==> src/rtl/addsub_accum.sv <==
// Batched signed add/subtract accumulator; optional saturation via `ADDSUB_ACCUM_SAT_EN.
// Latency: out_valid rises 1 cycle after the BATCH-th accepted operand.
// Backpressure: in_ready is low while a result waits; the result holds until out_ready.
module addsub_accum #(
  parameter int WIDTH = 16,
  parameter int BATCH = 4
) (
  input  logic             clk,
  input  logic             reset,
  input  logic             in_valid,
  output logic             in_ready,
  input  logic [WIDTH-1:0] in_data,
  input  logic             in_sub,
  output logic             out_valid,
  input  logic             out_ready,
  output logic [WIDTH-1:0] out_sum,
  output logic             out_of,
  output logic             out_neg,
  output logic             busy
);

  typedef enum logic {
    ACC  = 1'b0,
    DONE = 1'b1
  } state_t;

  localparam logic [7:0]       BATCH_CNT = 8'(BATCH);
  localparam logic [WIDTH-1:0] SAT_MAX   = {1'b0, {(WIDTH-1){1'b1}}};
  localparam logic [WIDTH-1:0] SAT_MIN   = {1'b1, {(WIDTH-1){1'b0}}};

  state_t           state;
  logic [WIDTH-1:0] acc;
  logic [7:0]       count;
  logic             of_flag;

  logic             accept;
  logic [WIDTH-1:0] raw_sum;
  logic             op_ovf;
  logic [WIDTH-1:0] next_acc;
  logic             last_op;

  // Per-operation arithmetic, signed overflow detection and optional clamping
  always_comb begin
    accept  = in_valid && (state == ACC);
    raw_sum = in_sub ? (acc - in_data) : (acc + in_data);
    if (in_sub) begin
      // Subtract overflows when signs differ and the result leaves acc's sign
      op_ovf = (acc[WIDTH-1] != in_data[WIDTH-1]) && (raw_sum[WIDTH-1] != acc[WIDTH-1]);
    end else begin
      op_ovf = (acc[WIDTH-1] == in_data[WIDTH-1]) && (raw_sum[WIDTH-1] != acc[WIDTH-1]);
    end
`ifdef ADDSUB_ACCUM_SAT_EN
    // On overflow the true result always lies on acc's side of zero
    if (op_ovf) begin
      next_acc = acc[WIDTH-1] ? SAT_MIN : SAT_MAX;
    end else begin
      next_acc = raw_sum;
    end
`else
    next_acc = raw_sum;
`endif
    last_op = ((count + 8'd1) == BATCH_CNT);
  end

  // Batch FSM: accumulate in ACC, hold the result in DONE until consumed
  always_ff @(posedge clk) begin
    if (reset) begin
      state   <= ACC;
      acc     <= '0;
      count   <= '0;
      of_flag <= 1'b0;
    end else begin
      case (state)
        ACC: begin
          if (accept) begin
            acc     <= next_acc;
            count   <= count + 8'd1;
            of_flag <= of_flag | op_ovf;
            if (last_op) begin
              state <= DONE;
            end
          end
        end
        DONE: begin
          // in_valid is ignored here, even in the handshake cycle
          if (out_ready) begin
            state   <= ACC;
            acc     <= '0;
            count   <= '0;
            of_flag <= 1'b0;
          end
        end
        default: state <= ACC;
      endcase
    end
  end

  // Outputs decode directly from registered state
  always_comb begin
    in_ready  = (state == ACC);
    out_valid = (state == DONE);
    out_sum   = acc;
    out_of    = of_flag;
    out_neg   = acc[WIDTH-1];
    busy      = (state == DONE) || (count != 8'd0);
  end

  // Unused constant suppressed when saturation is compiled out
  logic unused_sat;
  always_comb begin
    unused_sat = ^{SAT_MAX, SAT_MIN};
  end

endmodule
==> config.mk <==
export PLATFORM = sky130hd
export DESIGN_NAME = addsub_accum
export DESIGN_NICKNAME = d
export VERILOG_FILES = /design/src/rtl/addsub_accum.sv
export SDC_FILE = /design/constraint.sdc
export NUM_CORES = 1
export LEC_CHECK = 0
export ABC_AREA = 1
export BUFFER_PORTS_ARGS = -buffer_cell sky130_fd_sc_hd__buf_2
export CORE_MARGIN = 1
export CORE_UTILIZATION = 60
export DETAILED_ROUTE_END_ITERATION = 10
export GPL_ROUTABILITY_DRIVEN = 0
export PLACE_DENSITY_LB_ADDON = 0.05
export RECOVER_POWER = 25
export SLEW_MARGIN = 40
export SYNTH_ARGS = -nofsm -noshare
export SYNTH_HDL_FRONTEND = slang
export SYNTH_SLANG_ARGS = --single-unit
==> constraint.sdc <==
create_clock -name clk -period 6.3 [get_ports clk]
set_input_delay 0.315 -clock clk [delete_from_list [all_inputs] [get_ports clk]]
set_output_delay 0.315 -clock clk [all_outputs]
set_load 0.02 [all_outputs]
# [Yosys cells after proc, flatten, opt, wreduce, memory -nomap -nowiden]
# Cells that the tools add are included.
[word_totals] regBits=26 latchBits=0 ram_bits=0 mem_bits_ro=0 output_inout_bits=21 wordCells=36 mem_count=0
[classes] add_sub_neg=3 n_mul=0 div_mod_pow=0 magnitude_cmp=0 eq_ne=6 shift=0 muxes=15 bitwise_logic=2 n_reduce_logical=6
[ops] cell="2-to-1 mux 16 bit" n=3
[ops] cell="case mux 16 bit (2 select lines)" n=1
[ops] cell="adder 16 bit" n=1
[ops] cell="2-to-1 mux 8 bit" n=2
[ops] cell="case mux 8 bit (2 select lines)" n=1
[ops] cell="subtractor 16 bit" n=1
[ops] cell="adder 8 x 1 -> 8 bit (second input constant)" n=1
[ops] cell="== test 8 x 3 -> 1 bit (second input constant)" n=1
[ops] cell="nonzero test 8 bit" n=1
[ops] cell="2-to-1 mux 1 bit" n=6
[ops] cell="case mux 1 bit (2 select lines)" n=2
[ops] cell="logical AND 1 bit" n=3
[ops] cell="inequality test 1 bit" n=2
[ops] cell="inequality test 2 x 1 -> 1 bit (second input constant)" n=1
[ops] cell="inequality test 2 bit (second input constant)" n=1
[ops] cell="AND reduction 2 bit" n=1
[ops] cell="== test 1 bit" n=1
[ops] cell="logical OR 1 bit" n=1
[ops] cell="NOT 1 bit" n=1
[ops] cell="bitwise OR 1 bit" n=1

# [Depth between registers and ports, before layout]
[depth] ltp_word=8 mapped_depth=21 depth_no_buf=21

# [Least setup slack after synthesis]
# OpenSTA, ideal clock, no wires.
[synth_timing] path_kind="input port to flip-flop" from="in in_data[0]" to="reg of_flag, in the netlist out_of" setup_time_ns=0.113 t_arrival_ns=2.198 required_time_ns=6.187 slack_ns=3.989 path_stages=19 cell_sequence="inv_1 ha_1 nand3_1 nor2_1 nand3b_1 nand2_1 xor2_1 inv_1 ha_1 a21oi_1 nand2_1 nand2_1 nand2_1 a21oi_1 nand2_1 nand2_1 nand2_1 nand3_1 nand2_1"
[synth_via] elab_chain_cells=8
[synth_lines] item="start: declaration" line_no="12" rtl="input logic [WIDTH-1:0] in_data,"
[synth_lines] item="adder 16 bit or subtractor 16 bit (tied branches)" line_no="45" rtl="raw_sum = in_sub ? (acc - in_data) : (acc + in_data);"
[synth_lines] item="2-to-1 mux 16 bit *" line_no="45"
[synth_lines] item="inequality test 1 bit *" line_no="48, 50"
[synth_lines] item="logical AND 1 bit, on equally long branches" line_no="50, 48"
[synth_lines] item="2-to-1 mux 1 bit *" line_no="46" rtl="if (in_sub) begin"
[synth_lines] item="bitwise OR 1 bit *" line_no="78" rtl="of_flag <= of_flag | op_ovf;"
[synth_lines] item="2-to-1 mux 1 bit *" line_no="75" rtl="if (accept) begin"
[synth_lines] item="case mux 1 bit (2 select lines) *" line_no="73" rtl="case (state)"
[synth_lines] item="end signal: assignment" line_no="78"
[synth_lines] item="end: declaration" line_no="34" rtl="logic of_flag;"
# Mark *: on every way between the ends. The rest lies on a longest branch, timed or not. The select of a mux whose other input is x is not followed.
# A chain may end at the register's enable or synchronous reset.

# [Final worst setup path]
# Same ends and word-level chain as after synthesis.

==> flow_summary.json <==
{
  "highest_layer": "met4",
  "dp_slack_ps": 3570,
  "num_vias": 2451,
  "tns_ps": 0,
  "synth_seq_area_share": 0.220,
  "total_power_mw": 0.626,
  "initial_core_util": 0.637,
  "synth_xor_area_frac": 0.0777,
  "arrival_ps": 2630,
  "synthArstFlopShare": 0,
  "synthMuxAreaShare": 0,
  "root_buffer": "clkbuf_8",
  "fmax_ghz": 0.408,
  "synth_warnings": 0,
  "power.density_nw_per_um2": 237,
  "synth_compound_area_frac": 0.165,
  "viasPerCell": 5.35,
  "min_period_over_period": 0.389,
  "n_antenna_cell": 0,
  "critPathRequiredTime_ps": 6480,
  "final_cells": 458,
  "grt_max_degree": 27,
  "core_um2": 3720,
  "hold_viol": 0,
  "path_clk_slew_ps": 100,
  "synth_area_um2": 2370,
  "synth_nets": 416,
  "tightest_slew_ps": 542,
  "ios": 42,
  "cts.htree.levels": 1,
  "grt_first_pass_wirelength_mm": 9.47,
  "synth_fa_ha_area_frac": 0.109,
  "synth_edf_count": 0,
  "synthTopCellsByCount": "nand2_1, inv_1, a21oi_1, dfxtp_1, nor2_1",
  "placed_area_um2": 2590,
  "grt_pass1_vias": 2116,
  "min_path_type": "input pin to flop",
  "wl_mm": 5.65,
  "crit_fanout": 5,
  "dieArea_um2": 4200,
  "syn_to_final_growth_pct": 11.7,
  "p_leak_nw": 1.32,
  "grt_antenna_before_repair": 0,
  "clk_path_buf_depth": 2,
  "postRouteAntennaNets": 0,
  "synth-seq-cells": 26,
  "relSlewSlack": 0.638,
  "hpwl_mm": 4.30,
  "drt_first_pass_iters": 4,
  "cts_inserted_buffers": 3,
  "fin_nets": 452,
  "insertion_delay_ps": 280,
  "rsz0062_at_grt": "false",
  "die_y_um": 64.8,
  "ir_worst_vdd_uv": 113,
  "layout_setup_ws_ps": 3850,
  "yosys.area_share.simple": 0.320,
  "drt-initial-drc-count": 153,
  "io_buffer_count": 41,
  "n_fill_cell": 349,
  "synth_top_family_by_area": "simple AND/OR/NAND/NOR gates",
  "synth.most_common_cell": "nand2_1",
  "drive_gt1_frac": 0.127,
  "postCtsHoldBufs": 0,
  "cp-end-kind": "flop",
  "setup.worst_path.start_class": "input pin",
  "finalMaxSlewViolations": 0,
  "yosysUniqueCellTypes": 38,
  "ff2ff_path_depth": 8,
  "wire_per_inst_um": 12.3,
  "overflow": 0,
  "setup_viol": 0,
  "num_rows": 22,
  "holdPathStages": 3,
  "die_w_um": 64.8,
  "post-cts-setup-buffers": 0,
  "post-route-util": 0.712,
  "netlist.top_cell.by_area": "dfxtp_1",
  "skew_ps": 4.24,
  "outcome": "completed",
  "wl_met2_mm": 2.52,
  "syn_inst": 375,
  "criticalPathCategory": "input pin to flop",
  "remaining_drc_errors": 0,
  "wl_met3_um": 365,
  "synth_flop_cell": "dfxtp_1",
  "place_inst": 454,
  "cts_tree": "yes",
  "timing.max_cap.violations": 0,
  "wl_met1_mm": 2.68,
  "finalCriticalPeriod_ps": 2450,
  "synthTopCellsByArea": "dfxtp_1, nand2_1, ha_1, a21oi_1, inv_1",
  "synth_top_area_share": 0.220,
  "track_usage": 0.286,
  "post_cts_resized": 0,
  "numClockSinks": 26,
  "fin_area_um2": 2650,
  "holdWs_ps": 302,
  "syn_avg_cell_area_um2": 6.32
}
cell families after synthesis:
group | after synthesis
AND/OR/NAND/NOR | 171
AO/OA/AOI/OAI | 72
buffers and inverters | 65
XOR/XNOR | 21
adder cells (fa/ha/maj) | 20
flip-flops | 26
state kept, by name, summed over array words and instances, names as in the netlist:
| name | count |
|---|---|
| count | 8 |
| out_sum | 16 |
| out_of | 1 |
| out_valid | 1 |
worst max-delay path, cell delays in order:
cell      delay [ps]
buf_2            110
inv_1             60
ha_1             180
nand3_1          140
nor2_1           150
nand3b_1         110
nand2_1           80
xor2_1           140
inv_1             60
ha_1             340
a21oi_1          250
nand2_1          130
nand2_1           80
nand2_1           40
a21oi_1          100
nand2_1           80
nand2_1           80
nand2_1           50
nand3_1           70
nand2_1           50
layout make-up:
| type | count | area, um2 | area share |
|---|---|---|---|
| Clock buffer | 3 | 41.3 | 0.0156 |
| Clock inverter | 1 | 30.0 | 0.0113 |
| Inverter | 55 | 206 | 0.0780 |
| Multi-Input combinational cell | 284 | 1600 | 0.603 |
| Sequential cell | 26 | 520 | 0.197 |
| Tap cell | 48 | 60.1 | 0.0227 |
| Timing Repair Buffer | 41 | 191 | 0.0723 |
power by group:
part | internal [mW] | switching [mW]
Sequential | 0.182 | 0.0165
Clock | 0.0852 | 0.0605
Combinational | 0.0981 | 0.184
Total | 0.365 | 0.261
cell usage in the layout (no fill, tap or decap), drive strengths merged, types with 2 or more instances in the layout:
cell,count
nand2,101
inv,55
a21oi,43
buf,30
dfxtp,26
nor2,26
nand3,21
o21ai,20
ha,19
xor2,15
clkbuf,14
xnor2,6
or2,6
nand3b,4
nand4,4
nor3,4
nor4,3
o31ai,2
o22ai,2
path summary, 6_finish.rpt:
path               start           to  slack, ps
max           in_data[0]       out_of       3850
min            out_ready    out_valid        300
max reg2reg    out_valid   out_sum[0]       4220
min reg2reg  out_sum[11]  out_sum[11]        500
metal layers:
metal  up-vias  GRT usage
met5         -          0
met4         0     0.0833
met3        10     0.0370
met2        93      0.467
met1      1068      0.389
li1       1280          -
(Power assumes the default switching activity.)
